===== src/rtl/vslc_timer_bank.sv =====
// -----------------------------------------------------------------------------
// vslc_timer_bank
//   Multi-channel timer bank for the VSLC bit-serial logic controller. Each
//   channel owns two phase periods, a power-of-two prescaler and one of four
//   modes: CYCLE, ONESHOT, TON (on-delay) or TOF (off-delay).
//
// Ports
//   clk        single clock, all state updates on the rising edge
//   rst        synchronous active-high reset
//   cfg_we     config write strobe
//   cfg_sel    channel select (values >= NUM_TIMERS ignored, read as 0)
//   cfg_addr   0=period_a 1=period_b 2={div,mode} 3=status (read only)
//   cfg_wdata  write data; addr2 takes div from [DIV_W+1:2], mode from [1:0]
//   cfg_rdata  registered readback of the {sel,addr} presented last cycle
//   en_set     per-channel enable pulse
//   en_clr     per-channel disable pulse (wins over en_set)
//   gate       per-channel level input used by TON/TOF
//   tmr_out    timer output levels
//   active     channel enabled and currently timing
//   done       one-clock pulse at the end of a timing event
// -----------------------------------------------------------------------------
module vslc_timer_bank #(
   parameter int NUM_TIMERS = 4,
   parameter int CNT_W      = 10,
   parameter int DIV_W      = 4,
   parameter int SEL_W      = 2
) (
   input  logic                  clk,
   input  logic                  rst,
   input  logic                  cfg_we,
   input  logic [SEL_W-1:0]      cfg_sel,
   input  logic [1:0]            cfg_addr,
   input  logic [CNT_W-1:0]      cfg_wdata,
   output logic [CNT_W-1:0]      cfg_rdata,
   input  logic [NUM_TIMERS-1:0] en_set,
   input  logic [NUM_TIMERS-1:0] en_clr,
   input  logic [NUM_TIMERS-1:0] gate,
   output logic [NUM_TIMERS-1:0] tmr_out,
   output logic [NUM_TIMERS-1:0] active,
   output logic [NUM_TIMERS-1:0] done
);

   // The prescaler must reach 2**div-1 for the largest div value.
   localparam int PRE_W = (1 << DIV_W) - 1;

   typedef enum logic [1:0] {
      MODE_CYCLE   = 2'd0,
      MODE_ONESHOT = 2'd1,
      MODE_TON     = 2'd2,
      MODE_TOF     = 2'd3
   } mode_e;

   typedef enum logic {
      PH_A = 1'b0,
      PH_B = 1'b1
   } phase_e;

   typedef struct packed {
      logic [CNT_W-1:0] period_a;
      logic [CNT_W-1:0] period_b;
      logic [DIV_W-1:0] div;
      mode_e            mode;
      logic             en;
      phase_e           phase;
      logic [CNT_W-1:0] cnt;
      logic [PRE_W-1:0] pre;
      logic             out;
   } chan_t;

   localparam chan_t CHAN_RST = '{
      period_a: CNT_W'(1),
      period_b: CNT_W'(2),
      div:      '0,
      mode:     MODE_CYCLE,
      en:       1'b0,
      phase:    PH_A,
      cnt:      '0,
      pre:      '0,
      out:      1'b0
   };

   logic [NUM_TIMERS*CNT_W-1:0] rd_flat;

   for (genvar g = 0; g < NUM_TIMERS; g++) begin : g_ch
      chan_t            c_q, c_n;
      logic             done_q, done_n;
      logic             wr_sel, timing, tick, phase_end;
      logic [CNT_W-1:0] period;
      logic [PRE_W-1:0] pre_max;
      logic [CNT_W-1:0] rd_word;

      assign wr_sel    = cfg_we && (cfg_sel == SEL_W'(g));
      // Wraps to all-ones when div selects the full prescaler width.
      assign pre_max   = (PRE_W'(1) << c_q.div) - PRE_W'(1);
      assign tick      = timing && (c_q.pre == pre_max);
      assign period    = (c_q.phase == PH_A) ? c_q.period_a : c_q.period_b;
      // >= so that a period lowered below the running count ends the phase.
      assign phase_end = tick && (c_q.cnt >= period);

      // A channel is timing exactly when it is active.
      always_comb begin
         timing = 1'b0;
         case (c_q.mode)
            MODE_TON: timing = c_q.en & gate[g] & ~c_q.out;
            MODE_TOF: timing = c_q.en & ~gate[g] & c_q.out;
            default:  timing = c_q.en;
         endcase
      end

      // Next-state: timing update, then config write, then enable/disable.
      always_comb begin
         // NOTE: every field starts at its current value so no path leaves a
         // variable unassigned, which would otherwise infer a latch.
         c_n    = c_q;
         done_n = 1'b0;
         c_n.pre = (timing && !tick) ? c_q.pre + PRE_W'(1) : '0;

         if (tick) begin
            if (phase_end) begin
               c_n.cnt = '0;
               done_n  = 1'b1;
               unique case (c_q.mode)
                  MODE_CYCLE, MODE_ONESHOT: begin
                     if (c_q.phase == PH_A) begin
                        c_n.phase = PH_B;
                        c_n.out   = 1'b0;
                        done_n    = 1'b0;
                     end else begin
                        c_n.phase = PH_A;
                        c_n.out   = (c_q.mode == MODE_CYCLE);
                        c_n.en    = (c_q.mode == MODE_CYCLE);
                     end
                  end
                  MODE_TON: c_n.out = 1'b1;
                  MODE_TOF: begin
                     c_n.out   = 1'b0;
                     c_n.phase = PH_A;
                  end
               endcase
            end else begin
               c_n.cnt = c_q.cnt + CNT_W'(1);
            end
         end

         // Level-driven modes: gate low drops TON, gate high (re)arms TOF.
         if (c_q.en && (c_q.mode == MODE_TON) && !gate[g]) begin
            c_n.out = 1'b0;
            c_n.cnt = '0;
         end
         if (c_q.en && (c_q.mode == MODE_TOF) && gate[g]) begin
            c_n.out   = 1'b1;
            c_n.cnt   = '0;
            c_n.phase = PH_B;
         end

         if (wr_sel) begin
            case (cfg_addr)
               2'd0: c_n.period_a = cfg_wdata;
               2'd1: c_n.period_b = cfg_wdata;
               2'd2: begin
                  c_n.div   = cfg_wdata[DIV_W+1:2];
                  c_n.mode  = mode_e'(cfg_wdata[1:0]);
                  c_n.en    = 1'b0;
                  c_n.out   = 1'b0;
                  c_n.cnt   = '0;
                  c_n.phase = PH_A;
                  c_n.pre   = '0;
                  done_n    = 1'b0;
               end
               default: ;
            endcase
         end

         // The enable sees the post-write mode, so a mode write plus en_set
         // starts the channel in the new mode.
         if (en_clr[g]) begin
            c_n.en    = 1'b0;
            c_n.out   = 1'b0;
            c_n.cnt   = '0;
            c_n.phase = PH_A;
            c_n.pre   = '0;
            done_n    = 1'b0;
         end else if (en_set[g] && !c_n.en) begin
            c_n.en    = 1'b1;
            c_n.cnt   = '0;
            c_n.phase = PH_A;
            c_n.pre   = '0;
            c_n.out   = (c_n.mode == MODE_CYCLE) || (c_n.mode == MODE_ONESHOT);
         end
      end

      always_ff @(posedge clk) begin
         // NOTE: config registers are plain flops, so they are reset along
         // with the counters; reset also drops any pending done.
         if (rst) begin
            c_q    <= CHAN_RST;
            done_q <= 1'b0;
         end else begin
            // NOTE: registered state uses non-blocking assignment only.
            c_q    <= c_n;
            done_q <= done_n;
         end
      end

      always_comb begin
         rd_word = '0;
         case (cfg_addr)
            2'd0: rd_word = c_q.period_a;
            2'd1: rd_word = c_q.period_b;
            2'd2: rd_word[DIV_W+1:0] = {c_q.div, c_q.mode};
            2'd3: rd_word[2:0] = {c_q.phase, c_q.en, c_q.out};
         endcase
      end

      assign rd_flat[g*CNT_W +: CNT_W] = rd_word;
      assign tmr_out[g] = c_q.out;
      assign active[g]  = timing;
      assign done[g]    = done_q;
   end

   always_ff @(posedge clk) begin
      if (rst) begin
         cfg_rdata <= '0;
      end else begin
         cfg_rdata <= '0;
         for (int i = 0; i < NUM_TIMERS; i++) begin
            if (cfg_sel == SEL_W'(i)) cfg_rdata <= rd_flat[i*CNT_W +: CNT_W];
         end
      end
   end

endmodule

===== config.mk =====
export PLATFORM = sky130hd
export DESIGN_NAME = vslc_timer_bank
export DESIGN_NICKNAME = d
export VERILOG_FILES = /design/src/rtl/vslc_timer_bank.sv
export SDC_FILE = /design/constraint.sdc
export NUM_CORES = 1
export LEC_CHECK = 0
export ABC_AREA = 1
export BUFFER_PORTS_ARGS = -buffer_cell sky130_fd_sc_hd__buf_2
export CORE_UTILIZATION = 40
export DETAILED_ROUTE_END_ITERATION = 12
export GPL_TIMING_DRIVEN = 0
export PLACE_DENSITY_LB_ADDON = 0.2
export SLEW_MARGIN = 0
export SYNTH_ARGS = -nofsm -noshare
export SYNTH_HDL_FRONTEND = slang
export SYNTH_SLANG_ARGS = --single-unit

===== constraint.sdc =====
create_clock -name clk -period 4 [get_ports clk]
set_input_delay 1.2 -clock clk [delete_from_list [all_inputs] [get_ports clk]]
set_output_delay 1.2 -clock clk [all_outputs]
set_load 0.005 [all_outputs]

## After elaboration in Yosys (flattened, before gate mapping)

Index checks and enable logic that the tools add are counted.
W data, S select, Z words.

- Register bits after elaboration: 230
- Latch bits: 0
- Bits in writable memories: 0
- Bits in read-only memories: 0
- Input bits: 29
- Output and inout bits: 22
- Logic and storage cells: 321
- Memories kept: 0

- $add $sub $neg: 12
- Multipliers: 0
- Div/mod/pow operators: 0
- $lt $le $gt $ge: 4
- Eq/ne operators: 26
- Shifts and indexed selects: 4
- Mux-type cells: 124
- Bitwise logic cells: 24
- Reduce and logical (&&, ||, !) cells: 86

Operators with widths:

| kind | count |
|---|---|
| $mux W30 | 8 |
| $mux W10 | 16 |
| $mux W28 | 4 |
| $add A15 B1 Y15 const B | 4 |
| $eq A15 B15 Y1 | 4 |
| $mux W15 | 4 |
| $shl A1 B4 Y15 const A | 4 |
| $sub A15 B2 Y15 const B | 4 |
| $mux W1 | 56 |
| $mux W12 | 4 |
| $pmux W3 S4 | 4 |
| $mux W11 | 4 |
| $add A10 B1 Y10 const B | 4 |
| $ge A10 B10 Y1 | 4 |
| $logic_and A1 B1 Y1 | 36 |
| $pmux W3 S3 | 4 |
| $pmux W4 S2 | 4 |
| $eq A2 B2 Y1 const B | 12 |
| $reduce_and A2 Y1 | 12 |
| $eq A2 B1 Y1 const B | 10 |
| $logic_not A2 Y1 | 10 |
| $and A1 B1 Y1 | 16 |
| $pmux W1 S2 | 8 |
| $reduce_or A2 Y1 | 8 |
| 6 further kinds | 36 |

## Longest topological paths before layout

- Depth after elaboration: 15
- Depth in mapped cells: 24
- Mapped depth without buffers: 22

## Worst setup path after synthesis

Ideal clock, no wire load.

- Kind: in2out
- From: input port gate[2]
- To: output port active[2]
- Data arrival time: 1.988 ns
- Required time: 2.800 ns
- Slack: 0.812 ns
- Stages on the path: 5
- Path buffers: 2
- Cell sequence: inv_1 nand3_1 o211ai_1 clkbuf_1 buf_4

- Cells in the longest elaborated chain, start to end: 4
- Elaborated cells on any way between the ends: 6
- Classes of those cells: 1 x mux; 5 x bitwise

RTL lines:

| element | line | text |
|---|---|---|
| start, declared | 37 | `input logic [NUM_TIMERS-1:0] gate,` |
| $not A1 Y1 | 105 | `MODE_TOF: timing = c_q.en & ~gate[g] & c_q.out;` |
| $and A1 B1 Y1 (2 in a row) | 105 |  |
| $pmux W1 S2 * | 103 | `case (c_q.mode)` |
| end, declared | 39 | `output logic [NUM_TIMERS-1:0] active,` |

Mark *: on every way between the ends. The rest lies on a longest branch, timed or not.

## Worst setup path in the final report

- From: input port cfg_addr[0]
- To: register cfg_rdata[2]

- Cells in the longest elaborated chain, start to end: 6
- Elaborated cells on any way between the ends: 12
- Classes of those cells: 3 x eq/ne; 8 x mux; 1 x reduce/logical

RTL lines:

| element | line | text |
|---|---|---|
| start, declared | 32 | `input logic [1:0] cfg_addr,` |
| $eq A2 B2 Y1, or another cell as far along | 207 | `case (cfg_addr)` |
| $pmux W3 S4 | 207 |  |
| $mux W10 (3 in a row) | 227 | `if (cfg_sel == SEL_W'(i)) cfg_rdata <= rd_flat[i*CNT_W +: CNT_W];` |
| $mux W10 * | 227 |  |
| end signal, assigned | 227 |  |
| end, declared | 34 | `output logic [CNT_W-1:0] cfg_rdata,` |

Marked as above.
A chain may end at the register's enable or synchronous reset.

==> run_results.csv <==
group,metric,value,unit
run_status,status,"complete, no violations",
sta,finalHoldViolations,0,
clock_tree,postCtsHoldBufs,0,
placed_design,io_buffers,49,
yosys,synth-edff-count,0,
clock_tree,clock_latency,0.55,ns
floorplan,core,36790,µm²
clock_tree,cts.sinks,230,
grt,grtUsageTotal,25.23,%
clock_tree,ctsRootBufferMaster,"clkbuf_16",
floorplan,die_h,196.0,µm
yosys,synth_area_leaders,"dfxtp_1 31%, nand2_1 13%, o21ai_0 7.5%, inv_1 7.3%, nor2_1 7.1%",
power_and_ir_drop,power_frac_comb,13.3,%
power_and_ir_drop,switching_share,28.62,%
setup_path,path_buf_inv,4,
clock_tree,clockBufferDepth,3,
routing,drc_errors,0,
clock_tree,cts_tree,"yes",
layout,multi_input_area,8847,µm²
grt,grt_overflow,0,
layout,drive_gt1_share,6.632,%
setup_path,criticalPathCategory,"primary input to register",
setup_path,worstSetupStartpointType,"primary input",
setup_path,crit_fanout,10,
layout,fin_nets,2533,
yosys,synth_fp_nets,2454,
sta,layout_setup_ws,0.1742,ns
clock_tree,cts_buffers,28,
routing,dr.first_iter.drc_count,1269,
floorplan,dieArea,38430,µm²
routing,wl_met3,3266,µm
clock_tree,ctsHtreeMaxLevel,1,
sta,slew_violations,0,
yosys,synth_top_area_cell,"dfxtp_1",
clock_tree,clk_transition_reported_paths,0.06,ns
routing,top_layer_used,"met4",
setup_path,crit_family,"buffers and inverters",
layout,seqCellArea,4604,µm²
grt,grt_pass1_vias,14690,
sta,max_slew_margin,29.00,%
grt,grt_start_max_net_pins,14,
power_and_ir_drop,vdd_drop_max,0.3620,mV
sta,rsz0062_at_grt,"false",
placed_design,dpl_cell_area,15890,µm²
layout,syn_to_final_growth,11.52,%
routing,first_pass_iters,6,
sta,fin_crit_sh,95.65,%
setup_path,critPathCaptureType,"register",
routing,final_antenna_net_count,0,
routing,wl_met2,21790,µm
routing,vias_per_cell,5.403,
floorplan,ioPinCount,51,
grt,grt_pass1_wl,77630,µm
floorplan,die_x,196.0,µm
placed_design,place_ws,-0.2703,ns
sta,hold_ws,0.4742,ns
floorplan,initial_core_util,40.94,%
setup_path,crit_required,4.42,ns
yosys,syn_area,15060,µm²
yosys,async_flop_share,0,%
power_and_ir_drop,p_clk_share,44.8,%
placed_design,gp_congestion,0.9191,
yosys,ys_warn_count,0,
yosys,avgSynthCellArea,6.346,µm²
routing,wl_per_cell,16.58,µm
power_and_ir_drop,internal_power,3.990,mW
floorplan,std_cell_rows,70,
routing,vias,15900,
grt,antenna_found_initial,0,
setup_path,cp.arrival,4.24,ns
min_path,hp-class,"register to register",
yosys,synthCells,2373,
layout,final_cell_area,16790,µm²
layout,final_util,45.65,%
routing,wl,48770,µm
yosys,yosysUniqueCellTypes,48,
layout,num-fill-cells,3901,
routing,route.layer.met1.wl,22470,µm
sta,worst_pin_slew,1.061,ns
setup_path,slowest_delay,0.79,ns
yosys,yosys.area.top_type_share,30.58,%
power_and_ir_drop,p_seq_share,42.0,%
yosys,synthFlopType,"dfxtp_1",
sta,finalSetupViolations,0,
power_and_ir_drop,powerDensity,332.9,nW/µm²
sta,fmax,261.4,MHz
sta,fin_skew,0.009773,ns
placed_design,dpl.hpwl,37170,µm
sta,tns,0,ns
yosys,yosysSeqAreaShare,30.58,%
setup_path,path_cells,"buf_2 -> inv_1 -> nor2_1 -> clkinv_1 -> clkbuf_1 -> o22ai_1 -> o221ai_1 -> a41oi_1",
power_and_ir_drop,p_switching,1.600,mW
run,maxCapViolations,0,
yosys,synth-seq-cells,230,
power_and_ir_drop,p_leak,7.014,nW
setup_path,slowest_stage,"nor2_1",
sta,period_needed,3.826,ns
## timing repair
item,CTS,global route
gates resized for setup,0,2
setup endpoints to repair,0,18
setup buffers,0,0
## metal layers
metal  vias up  track usage, %
met5         -               0
met4         0           7.986
met3        79           3.868
met2       510           40.69
met1      7358           34.44
li1       7950               -
## registers in the layout, indices dropped and copies added (netlist names)
register / cells
g_ch.c_q: 212
cfg_rdata: 10
g_ch.done_q: 4
tmr_out: 4
## area by class of cell
class | count | share of cell area (%)
inverter | 304 | 6.810
timing repair buffer | 49 | 1.460
multi-input combinational | 1746 | 52.68
antenna | 1 | 0.01490
sequential | 230 | 27.42
tap | 468 | 3.487
clock buffer | 41 | 5.007
clock inverter | 10 | 0.3576
buffer | 93 | 2.764
## worst reg2reg max path: stages, from the launching register on
cell and delay [ns]:
dfxtp_1 0.31, buf_2 0.19, inv_1 0.10, buf_2 0.20, nand3_1 0.13, ha_1 0.30
inv_1 0.09, a21oi_1 0.39, nand3_1 0.22, nand3_1 0.16, nand3_1 0.10, nor2_1 0.17
nand4_1 0.20, o21ai_1 0.23, nand2_1 0.16, nand2_2 0.19, buf_4 0.22, nor3_1 0.07
## kinds of logic (layout without fill, tap and decap cells)
| family | Yosys count | in the layout | share of synthesized area [%] |
|---|---|---|---|
| multiplexers | 1 | 1 | 0.06648 |
| XOR/XNOR | 88 | 88 | 5.118 |
| flip-flops | 230 | 230 | 30.58 |
| adder cells (fa/ha/maj) | 52 | 52 | 4.321 |
| AND/OR/NAND/NOR | 1174 | 1174 | 33.62 |
| other | 0 | 1 | 0 |
| AO/OA/AOI/OAI | 431 | 431 | 15.63 |
| buffers and inverters | 397 | 497 | 10.67 |
## path summary, 6_finish.rpt
| check | start | to | slack, ns | cells after the start |
|---|---|---|---|---|
| max | cfg_addr[0] | cfg_rdata[2] | 0.17 | 8 |
| min | g_ch[0].c_q[46] | g_ch[0].c_q[46] | 0.47 | 2 |
| max reg2reg | g_ch[3].c_q[33] | g_ch[3].c_q[11] | 0.43 | 17 |
| min reg2reg | g_ch[0].c_q[46] | g_ch[0].c_q[46] | 0.47 | 2 |
## power groups by stage
| stage | sequential (mW) | clock [mW] | combinational [mW] |
|---|---|---|---|
| after floorplan | 2.39 | 0 | 0.493 |
| after global placement | 2.40 | 0 | 0.722 |
| after detailed placement | 2.40 | 0 | 0.729 |
| after CTS | 2.35 | 2.54 | 0.732 |
| after global routing | 2.35 | 2.62 | 0.826 |
| final | 2.35 | 2.50 | 0.741 |
## stage by stage
stage          cells  power, mW
3_5_place_dp    2890      3.126
2_1_floorplan   2373      2.883
3_3_place_gp    2890      3.118
6_report        2942      5.590
4_1_cts         2941      5.621
5_1_grt         2941      5.800
## cells in the mapped netlist (all sizes together), types with 5 or more instances
library cell,number
o22ai,24
a31oi,6
xnor2,12
nand4,37
dfxtp,230
clkinv,5
inv,299
nand3,186
nand2,537
nor3b,6
nor3,82
o2111ai,5
nor2,297
nor4,18
o211ai,26
xor2,76
clkbuf,61
o21ai,229
buf,32
a21oi,121
ha,52
## cell usage in the layout, fill, tap and decap left out, drive strengths merged
cell,count
nand4,37
nor4,18
clkinvlp,1
xnor2,12
a2111oi,1
o2111a,2
and3,3
and2,2
o211ai,26
nor3,82
ha,52
a22oi,2
xor2,76
or2,1
o221ai,4
diode,1
a22o,1
nand3b,4
nand2b,1
a21boi,1
a221oi,1
o22ai,24
nor3b,6
nand2,537
dfxtp,230
a31oi,6
o2111ai,5
a41oi,4
clkinv,14
nor2,297
a211oi,4
o21ai,229
mux2i,1
inv,299
nand3,186
clkbuf,102
buf,81
a21oi,121
(Power assumes the default switching activity.)
